===== src/rtl/pipeline_debug_unit.sv =====
// Run-control and state-dump unit between the UART byte link and the 5-stage pipeline.
// Gates the pipeline clock enable and, on halt, streams count, PC, registers and memory as bytes.
module pipeline_debug_unit #(
    parameter int          NUM_REGS   = 32,
    parameter int          MEM_WORDS  = 16,
    parameter logic [31:0] HALT_INSTR = 32'hFFFF_FFFF,
    parameter logic [7:0]  CMD_RUN    = 8'h63,
    parameter logic [7:0]  CMD_STEP   = 8'h73,
    parameter logic [7:0]  CMD_HALT   = 8'h68
) (
    input  logic        clk,
    input  logic        reset,
    input  logic [7:0]  rx_data,
    input  logic        rx_valid,
    output logic [7:0]  tx_data,
    output logic        tx_valid,
    input  logic        tx_ready,
    input  logic [31:0] instr_if,
    input  logic [31:0] pc_if,
    output logic        pipe_en,
    output logic [4:0]  reg_sel,
    input  logic [31:0] reg_data,
    output logic        debug_mode,
    output logic [31:0] debug_address,
    input  logic [31:0] mem_rdata,
    output logic [31:0] cycle_count
);

    localparam int WORD_TOTAL = NUM_REGS + MEM_WORDS + 2;
    localparam int WIDX_W     = $clog2(WORD_TOTAL);

    localparam logic [WIDX_W-1:0] FIRST_REG_WORD = WIDX_W'(2);
    localparam logic [WIDX_W-1:0] FIRST_MEM_WORD = WIDX_W'(NUM_REGS + 2);
    localparam logic [WIDX_W-1:0] LAST_WORD      = WIDX_W'(WORD_TOTAL - 1);

    typedef enum logic [2:0] {
        S_HALT,
        S_RUN,
        S_STEP,
        S_D_LOAD,
        S_D_WAIT,
        S_D_SEND
    } state_t;

    state_t              state;
    state_t              state_next;
    logic [WIDX_W-1:0]   word_idx;
    logic [WIDX_W-1:0]   word_idx_next;
    logic [1:0]          byte_idx;
    logic [1:0]          byte_idx_next;
    logic [31:0]         shift_reg;
    logic [31:0]         shift_next;
    logic [31:0]         capture_word;
    logic                is_reg_word;
    logic                is_mem_word;
    logic                halt_request;

    always_ff @(posedge clk) begin
        if (reset) begin
            state <= S_HALT;
        end else begin
            state <= state_next;
        end
    end

    always_ff @(posedge clk) begin
        if (reset) begin
            word_idx    <= '0;
            byte_idx    <= '0;
            shift_reg   <= '0;
            cycle_count <= '0;
        end else begin
            word_idx  <= word_idx_next;
            byte_idx  <= byte_idx_next;
            shift_reg <= shift_next;
            if (pipe_en) begin
                cycle_count <= cycle_count + 32'd1;
            end
        end
    end

    // Debug read ports follow the word index; both rest at zero outside their word range.
    always_comb begin
        reg_sel       = '0;
        debug_address = '0;
        is_reg_word   = (word_idx >= FIRST_REG_WORD) && (word_idx < FIRST_MEM_WORD);
        is_mem_word   = (word_idx >= FIRST_MEM_WORD);
        if (is_reg_word) begin
            reg_sel = 5'(word_idx - FIRST_REG_WORD);
        end
        if (is_mem_word) begin
            debug_address = 32'(word_idx - FIRST_MEM_WORD);
        end
    end

    always_comb begin
        capture_word = reg_data;
        if (word_idx == '0) begin
            capture_word = cycle_count;
        end else if (word_idx == WIDX_W'(1)) begin
            capture_word = pc_if;
        end else if (is_mem_word) begin
            capture_word = mem_rdata;
        end
    end

    assign halt_request = (rx_valid && (rx_data == CMD_HALT)) || (instr_if == HALT_INSTR);

    // Outputs are decoded from the state register alone so the pipeline never sees a comb path from rx.
    always_comb begin
        state_next    = state;
        word_idx_next = word_idx;
        byte_idx_next = byte_idx;
        shift_next    = shift_reg;
        pipe_en       = 1'b0;
        debug_mode    = 1'b0;
        tx_valid      = 1'b0;
        tx_data       = 8'h00;

        case (state)
            S_HALT: begin
                if (rx_valid && (rx_data == CMD_RUN)) begin
                    state_next = S_RUN;
                end else if (rx_valid && (rx_data == CMD_STEP)) begin
                    state_next = S_STEP;
                end
            end

            S_RUN: begin
                pipe_en = 1'b1;
                if (halt_request) begin
                    state_next    = S_D_LOAD;
                    word_idx_next = '0;
                    byte_idx_next = '0;
                end
            end

            S_STEP: begin
                pipe_en       = 1'b1;
                state_next    = S_D_LOAD;
                word_idx_next = '0;
                byte_idx_next = '0;
            end

            S_D_LOAD: begin
                debug_mode = 1'b1;
                state_next = S_D_WAIT;
            end

            S_D_WAIT: begin
                debug_mode    = 1'b1;
                shift_next    = capture_word;
                byte_idx_next = '0;
                state_next    = S_D_SEND;
            end

            S_D_SEND: begin
                debug_mode = 1'b1;
                tx_valid   = 1'b1;
                tx_data    = shift_reg[31:24];
                if (tx_ready) begin
                    shift_next    = {shift_reg[23:0], 8'h00};
                    byte_idx_next = byte_idx + 2'd1;
                    if (byte_idx == 2'd3) begin
                        if (word_idx == LAST_WORD) begin
                            state_next    = S_HALT;
                            word_idx_next = '0;
                        end else begin
                            state_next    = S_D_LOAD;
                            word_idx_next = word_idx + WIDX_W'(1);
                        end
                    end
                end
            end

            default: begin
                state_next = S_HALT;
            end
        endcase
    end

endmodule


===== config.mk =====
export PLATFORM = sky130hd
export DESIGN_NAME = pipeline_debug_unit
export DESIGN_NICKNAME = d
export VERILOG_FILES = /design/src/rtl/pipeline_debug_unit.sv
export SDC_FILE = /design/constraint.sdc
export NUM_CORES = 1
export LEC_CHECK = 0
export CORE_MARGIN = 2
export CORE_UTILIZATION = 42
export DETAILED_ROUTE_END_ITERATION = 8
export PLACE_DENSITY = 0.93
export SYNTH_ARGS = -nofsm -noshare
export SYNTH_HDL_FRONTEND = slang
export SYNTH_SLANG_ARGS = --single-unit

===== constraint.sdc =====
create_clock -name clk -period 4.65 [get_ports clk]
set_clock_uncertainty 0.2 [all_clocks]
set_input_delay 0.93 -clock clk [delete_from_list [all_inputs] [get_ports clk]]
set_output_delay 0.93 -clock clk [all_outputs]
set_load 0.05 [all_outputs]

== Word level (Yosys, flattened, before mapping) ==
Index checks and enable logic that the tools add are counted.

* Register bits: 75
* Input port bits: 140
* Output and inout bits: 80
* Logic and storage cells: 72

* Add/sub/neg operators: 5
* Magnitude comparators: 3
* Equal/unequal tests: 16
* Muxes and demuxes: 26
* Reduce and logical (&&, ||, !) cells: 17

{| class="wikitable"
|+ Operator list
! kind !! count
|-
| $mux 32 || 5
|-
| $pmux 32 s2 || 1
|-
| $add 32x1->32 const B || 1
|-
| $eq 32x32->1 const B || 1
|-
| $eq 8x7->1 const B || 3
|-
| $mux 6 || 4
|-
| $pmux 3 s6 || 1
|-
| $pmux 6 s3 || 1
|-
| $mux 3 || 5
|-
| $mux 8 || 1
|-
| $reduce_and 4->1 || 2
|-
| $sub 6x6->7 const B || 1
|-
| $add 6x1->6 const B || 1
|-
| $eq 3x2->1 const B || 2
|-
| $eq 3x3->1 const B || 2
|-
| $eq 6x1->1 const B || 1
|-
| $eq 6x6->1 const B || 1
|-
| $ge 6x2->1 const B || 1
|-
| $ge 6x6->1 const B || 1
|-
| $logic_not 6->1 || 1
|-
| $lt 6x6->1 const B || 1
|-
| $mux 2 || 3
|-
| $ne 2x2->1 const B || 3
|-
| $pmux 2 s3 || 1
|-
| other kinds (16) || 23
|}

== Depth between registers and ports, before layout ==
Gate-level depths: netlist (run 1).

* Depth in word-level cells: 5
* Depth in mapped cells: 9

== Worst setup path after synthesis (run 1) ==
OpenSTA, ideal clock, no wires.

* Kind: reg-to-output
* From: reg word_idx[1]
* To: out debug_address[10]
* Data arrival time: 3489 ps
* Setup slack: 31 ps
* Stages on the path, launching flop included: 9
* Buffers on the path: 3
* Path through: dfxtp_1 > inv_1 > ha_1 > or3b_1 > o21ai_1 > buf_2 > buf_2 > a21oi_1 > buf_4

* Longest elaborated chain between the ends: 2
* Elaborated cells on any way between the ends: 3
* Those cells by class: add/sub (1); order compare (1); mux (1)

{| class="wikitable"
|+ RTL lines
! element !! line !! text
|-
| start: declaration || 47 || <nowiki>logic [WIDX_W-1:0] word_idx;</nowiki>
|-
| start signal: assignment || 73 || <nowiki>word_idx <= word_idx_next;</nowiki>
|-
| $sub 6x6->7 or $ge 6x6->1 (tied branches) || 92, 87 ||
|-
| $mux 32 (*) || 91 || <nowiki>if (is_mem_word) begin</nowiki>
|-
| end: declaration || 24 || <nowiki>output logic [31:0] debug_address,</nowiki>
|}

Every way passes the cells marked *; elsewhere a longest branch is shown, timed or not.

== Worst setup path in the final report (run 1) ==
* From: reg state[2]
* To: out tx_data[1]

* Longest elaborated chain between the ends: 2

{| class="wikitable"
|+ RTL lines
! element !! line !! text
|-
| start: declaration || 45 || <nowiki>state_t state;</nowiki>
|-
| start signal: assignment || 62 || <nowiki>state <= state_next;</nowiki>
|-
| $eq 3x3->1 || 120 || <nowiki>case (state)</nowiki>
|-
| $mux 8 || 120 ||
|-
| end: declaration || 15 || <nowiki>output logic [7:0] tx_data,</nowiki>
|}

Every way passes these cells.

==> reports/qor.yml, run 1 <==
power:
  leakage_nw: 2.67
  power_frac_comb: 0.113
  ir_worst_vdd_uv: 113
  p_per_area_nw_per_um2: 178
  pwr-share-seq: 0.505
  swShare: 0.221
  switchingPower_uw: 282
  pwr-share-clk: 0.382
  internal_power_uw: 990
routing:
  wirelength_um: 16300
  post_drt_via_cell_ratio: 5.65
  drc: 0
  dr.pass1.iters: 5
  vias: 5281
  drtIter0Drc: 419
  ant_nets: 0
  avgRoutedWirePerCell_um: 17.5
grt:
  grt_usage: 0.269
  antenna_found_initial: 0
  grt_pass1_vias: 4951
  grt_start_max_net_pins: 33
  overflow: 0
  grt_pass1_wl_um: 25000
synthesis:
  synth_compound_area_frac: 0.179
  syn_area_um2: 4640
  syn_nets: 768
  synthArstFlopShare: 0
  syn_avg_cell_area_um2: 7.49
  synth_edf_count: 0
  synth_xor_xnor_area_share: 0.0472
  synth_ff_type: "dfxtp_1"
  synth_adder_area_share: 0.0265
  yosys.area_share.simple: 0.329
  ys_ff_latch: 75
  muxShareOfSynthArea: 0.00918
  synth_top_family_by_area: "simple AND/OR/NAND/NOR gates"
  yosysUniqueCellTypes: 49
  yosysSeqAreaShare: 0.324
  syn-instance-count: 619
  synth_warnings: 0
flow_run:
  max_cap_violations: 0
setup_path:
  path_cells: "nor2b_1, and3_1, clkdlybuf4s50_1"
  cp_slowest_cell: "clkdlybuf4s50_1"
  regToRegSetupSlack_ns: 1.62
  critPathKind: "flop to output pin"
  cp.arrival_ns: 2.71
  critPathMaxFanout: 18
  worst-path-buf-inv: 1
  cp.required_ns: 3.52
  cp-start-kind: "flop"
  path_delay_family: "simple AND/OR/NAND/NOR gates"
  cp_slowest_stage_delay_ns: 0.80
  crit_path_end_kind: "output pin"
final_layout:
  register_area_um2: 1500
  final_cell_area_um2: 7160
  fill_cells: 868
  layout-drive-gt1-share: 0.0756
  nNetsFinal: 940
  multi_input_area_um2: 2760
  syn_to_final_growth_pct: 54.4
  antenna_cells: 0
  final_util: 0.663
floorplanning:
  core_area_um2: 10800
  die_y_um: 109
  initial_utilization: 0.430
  die_x_um: 109
  dieArea_um2: 11900
  ios: 220
  rows: 38
placed_design:
  gp_congestion: 0.887
  place_area_um2: 6980
  dp_hpwl_um: 12600
  dpl_worst_slack_ns: 1.20
  io_buffer_count: 219
clocking:
  cts_setup_buffers: 0
  insertion_delay_ns: 0.35
  clockBufferDepth: 2
  cts_resized: 0
  clock_sinks: 75
  htreeDepth: 3
  clk_pin_slew_ns: 0.09
  cts_tree: "built"
  root_buffer: "clkbuf_8"
  cts_hold_buf: 0
  cts_made_buffers: 9
timing:
  worstMarginPinSlew_ns: 1.21
  final.setup.worst_slack_ns: 0.813
  period_share: 0.825
  rsz0062_at_grt: "no"
  finalSetupTns_ns: 0
  finalHoldViolCount: 0
  maxSlewViolCount: 0
  finalCriticalPeriod_ns: 3.84
  relSlewSlack: 0.192
  setup_viol: 0
  max_freq_ghz: 0.261
min_path:
  hp-class: "flop to flop"
outcome:
  status: "completed"
-- worst register-to-register path, cell delays in order, from the launching register on --
cell and delay [ns]:
dfxtp_1 0.48, inv_1 0.15, ha_1 0.27, nand3b_1 0.53
nand2b_1 0.70, o221ai_1 0.47, o31ai_1 0.11
-- placed cells by master (no fill, tap or decap), types with 16 or more instances in the layout --
master	synthesis	final
xor2_1	16	16
o21ai_0	21	21
o31ai_1	22	22
o221ai_1	32	32
a21oi_1	20	20
and3_1	44	44
nand4_1	18	18
dfxtp_1	75	75
clkdlybuf4s50_1	0	192
nand2_1	113	113
nor2_1	63	63
buf_12	0	26
-- cells in the mapped netlist (6+ instances only) --
| master | instances | area, um^2 |
|---|---|---|
| nor2_1 | 63 | 236 |
| a21oi_1 | 20 | 100 |
| o221ai_1 | 32 | 280 |
| nand2b_1 | 10 | 62.6 |
| buf_4 | 25 | 188 |
| ha_1 | 9 | 113 |
| nand3_1 | 15 | 75.1 |
| dfxtp_1 | 75 | 1500 |
| nor3_1 | 9 | 45.0 |
| buf_2 | 9 | 45.0 |
| o21ai_0 | 21 | 105 |
| o31ai_1 | 22 | 165 |
| xnor2_1 | 9 | 78.8 |
| clkbuf_1 | 31 | 116 |
| or3_1 | 10 | 62.6 |
| and3_1 | 44 | 275 |
| xor2_1 | 16 | 140 |
| nand4_1 | 18 | 113 |
| nand3b_1 | 6 | 45.0 |
| inv_1 | 8 | 30.0 |
| nand2_1 | 113 | 424 |
-- kinds of logic after synthesis --
group / count (synthesis)
buffers and inverters: 75
and+or+nand+nor: 311
DFF: 75
muxes: 4
xor gates and xnor gates: 25
AOI/OAI and AO/OA: 119
adders and majority gates: 10
-- cell type report --
class / instances / area share
inverter: 8 / 0.00419
timing repair buffer: 228 / 0.351
clock inverter: 5 / 0.00786
multi-input combinational: 469 / 0.385
sequential: 75 / 0.210
clock buffer: 9 / 0.0173
tap: 140 / 0.0245
-- power by group through the flow --
stage	sequential, mW	clock (mW)	combinational, mW
after floorplan	0.657	0	0.0182
after global placement	0.657	0	0.142
after detailed placement	0.657	0	0.143
after CTS	0.642	0.484	0.144
after global routing	0.642	0.509	0.153
final	0.642	0.486	0.144
-- worst paths after layout --
| kind | endpoint | start | depth (start not counted) |
|---|---|---|---|
| worst min-delay path | shift_reg[30] | shift_reg[30] | 2 |
| worst max-delay path | tx_data[1] | state[2] | 3 |
| worst max register to register | shift_reg[12] | word_idx[0] | 6 |
| worst min register to register | shift_reg[30] | shift_reg[30] | 2 |
-- through the flow --
step                      power, mW  instances  hold slack, ns
after floorplan               0.675        619           0.217
after global placement        0.799        920           0.232
after detailed placement      0.800        920           0.238
after CTS                      1.27        934           0.258
after global routing           1.30        934           0.270
final                          1.27        934           0.255
-- per-layer routing --
layer,up-vias,global-route usage,routed length (um)
met3,30,0.0502,1420
met4,0,0.102,380
met1,2466,0.340,6720
met2,258,0.452,7800
li1,2527,-,-
met5,-,0,0
Power figures use the tool's default switching activity.
==> run 2, diff against run 1 <==
--- a/config.mk
+++ b/config.mk
@@ -6,9 +6,9 @@
 export NUM_CORES = 1
 export LEC_CHECK = 0
 export CORE_MARGIN = 2
-export CORE_UTILIZATION = 42
+export CORE_UTILIZATION = 38
 export DETAILED_ROUTE_END_ITERATION = 8
-export PLACE_DENSITY = 0.93
+export PLACE_DENSITY = 0.89
 export SYNTH_ARGS = -nofsm -noshare
 export SYNTH_HDL_FRONTEND = slang
 export SYNTH_SLANG_ARGS = --single-unit
==> constraint.sdc (replaced) <==
create_clock -name clk -period 3.5 [get_ports clk]
set_clock_uncertainty 0.2 [all_clocks]
set_input_delay 0.7 -clock clk [delete_from_list [all_inputs] [get_ports clk]]
set_output_delay 0.7 -clock clk [all_outputs]
set_load 0.05 [all_outputs]
==> reports/qor.yml, run 2 (synthesis results as in run 1) <==
timing:
  rsz0062_at_grt: "no"  # unchanged
  relSlewSlack: 0.425  # was 0.192
  worstMarginPinSlew_ns: 0.860  # was 1.21 ns
  finalSetupTns_ns: 0  # unchanged
  max_freq_ghz: 0.296
  final.setup.worst_slack_ns: 0.119  # was 0.813 ns
  finalHoldViolCount: 0  # unchanged
  finalCriticalPeriod_ns: 3.38
  worst_hold_slack_ns: 0.252  # was 0.255 ns
  maxSlewViolCount: 0  # unchanged
  period_share: 0.966
  setup_viol: 0  # unchanged
grt:
  grt_usage: 0.240  # was 0.269
  grt_pass1_vias: 4953  # was 4,951
  antenna_found_initial: 0  # unchanged
  overflow: 0  # unchanged
  grt_start_max_net_pins: 38  # was 33
  grt_pass1_wl_um: 24900  # was 25,000 um
setup_path:
  cp.arrival_ns: 2.48  # was 2.71 ns
  cp_slowest_cell: "clkdlybuf4s50_1"  # unchanged
  worst-path-buf-inv: 2  # was 1
  cp.required_ns: 2.60  # was 3.52 ns
  critPathMaxFanout: 9  # was 18
  critPathKind: "flop to output pin"  # unchanged
  path_cells: "inv_1, ha_1, or3b_1, nor2_1, clkdlybuf4s50_1"  # was nor2b_1, and3_1, clkdlybuf4s50_1
  cp_slowest_stage_delay_ns: 0.81  # was 0.80 ns
  path_delay_family: "buffers and inverters"  # was simple AND/OR/NAND/NOR gates
  cp-start-kind: "flop"  # unchanged
  crit_path_end_kind: "output pin"  # unchanged
routing:
  wirelength_um: 16000  # was 16,300 um
  post_drt_via_cell_ratio: 5.50  # was 5.65
  vias: 5214  # was 5,281
  ant_nets: 0  # unchanged
  drtIter0Drc: 271  # was 419
  dr.pass1.iters: 5  # unchanged
  drc: 0  # unchanged
  avgRoutedWirePerCell_um: 16.9  # was 17.5 um
final_layout:
  layout-drive-gt1-share: 0.104  # was 0.0756
  final_common_cell: "clkdlybuf4s50_1"  # unchanged
  nNetsFinal: 946  # was 940
  final_cell_area_um2: 6990  # was 7160 um^2
  syn_to_final_growth_pct: 50.9  # was 54.4%
  final_cell_mix: "177 x clkdlybuf4s50_1, 113 x nand2_1, 75 x dfxtp_1, 63 x nor2_1, 55 x buf_4"  # was 192 x clkdlybuf4s50_1, 113 x nand2_1, 75 x dfxtp_1, 63 x nor2_1, 44 x and3_1
  register_area_um2: 1500  # unchanged
  antenna_cells: 0  # unchanged
  final_cell_count_no_fill: 948  # was 934
  fill_cells: 1115  # was 868
  multi_input_area_um2: 2780  # was 2760 um^2
clocking:
  insertion_delay_ns: 0.33  # was 0.35 ns
  htreeDepth: 3  # unchanged
  cts_tree: "built"  # unchanged
  clockBufferDepth: 2  # unchanged
  clock_sinks: 75  # unchanged
  root_buffer: "clkbuf_16"  # was clkbuf_8
  cts_made_buffers: 9  # unchanged
  clk_pin_slew_ns: 0.06  # was 0.09 ns
  cts_hold_buf: 0  # unchanged
  cts_resized: 0  # unchanged
  cts_setup_buffers: 0  # unchanged
power:
  switchingPower_uw: 418  # was 282 uW
  power_frac_comb: 0.098  # was 0.113
  pwr-share-seq: 0.434  # was 0.505
  pwr-share-clk: 0.467  # was 0.382
  ir_worst_vdd_uv: 194  # was 113 uV
  leakage_nw: 2.72  # was 2.67 nW
  p_per_area_nw_per_um2: 281  # was 178 nW/um^2
  swShare: 0.212  # was 0.221
  internal_power_mw: 1.55  # was 990 uW
floorplanning:
  initial_utilization: 0.388  # was 0.430
  die_y_um: 114  # was 109 um
  rows: 40  # was 38
  core_area_um2: 12000  # was 10,800 um^2
  die_x_um: 114  # was 109 um
  dieArea_um2: 13100  # was 11,900 um^2
  ios: 220  # unchanged
flow_run:
  max_cap_violations: 0  # unchanged
placed_design:
  dpl_worst_slack_ns: 0.479  # was 1.20 ns
  dp_hpwl_um: 12400  # was 12,600 um
  io_buffer_count: 219  # unchanged
  placed_cells: 933  # was 920
  place_area_um2: 6700  # was 6980 um^2
  gp_congestion: 0.924  # was 0.887
min_path:
  hp-class: "flop to flop"  # unchanged
outcome:
  status: "completed"  # unchanged
run 2: changes by cell type in the layout (fill, tap and decap cells not counted), moves of 9 or more:
cell	change
buf_4	+46
clkbuf_16	+9
clkbuf_8	-9
buf_12	-25
clkdlybuf4s50_1	-15
run 2: layout make-up:
type | count | area share
sequential | 75 | 0.215
timing repair buffer | 234 | 0.316
multi-input combinational | 469 | 0.397
clock inverter | 6 | 0.00948
tap | 147 | 0.0263
inverter | 8 | 0.00429
clock buffer | 9 | 0.0322
run 2: path summary, 6_finish.rpt:
check | slack [ns] | end | cells after the start | start
worst max register to register | 0.71 | cycle_count[27] | 5 | state[0]
worst max-delay path | 0.12 | debug_address[5] | 5 | word_idx[1]
worst min-delay path | 0.25 | shift_reg[29] | 2 | shift_reg[29]
worst min register to register | 0.25 | shift_reg[29] | 2 | shift_reg[29]
run 2: stage by stage:
step | power, mW | utilization
after floorplan | 0.897 | -
after global placement | 1.06 | 0.560
after detailed placement | 1.07 | 0.560
after CTS | 1.98 | 0.585
after global routing | 2.03 | 0.585
final | 1.97 | 0.585
run 2: worst min-delay path, stage by stage, from the launching register on:
cell and delay, ns:
dfxtp_1 0.32, nand2_1 0.05, o31ai_1 0.05
run 2: metal layers:
layer	part of all wire	global-route usage	routed length, um
met5	0	0	0
met4	0.025	0.0748	403
met3	0.084	0.0556	1350
met2	0.46	0.395	7420
met1	0.43	0.310	6850
run 2: power by group through the flow:
stage / Sequential, mW / Clock [mW] / Combinational, mW
3_5_place_dp: 0.873 / 0 / 0.193
2_1_floorplan: 0.873 / 0 / 0.0241
5_1_grt: 0.853 / 0.966 / 0.206
6_report: 0.854 / 0.919 / 0.193
3_3_place_gp: 0.873 / 0 / 0.192
4_1_cts: 0.854 / 0.930 / 0.194
==> run 3, diff against run 2 <==
--- a/config.mk
+++ b/config.mk
@@ -12,3 +12,4 @@
 export SYNTH_ARGS = -nofsm -noshare
 export SYNTH_HDL_FRONTEND = slang
 export SYNTH_SLANG_ARGS = --single-unit
+export TNS_END_PERCENT = 30
==> results of run 3 <==
Final layout, timing and power as in run 2 (identical DEF).
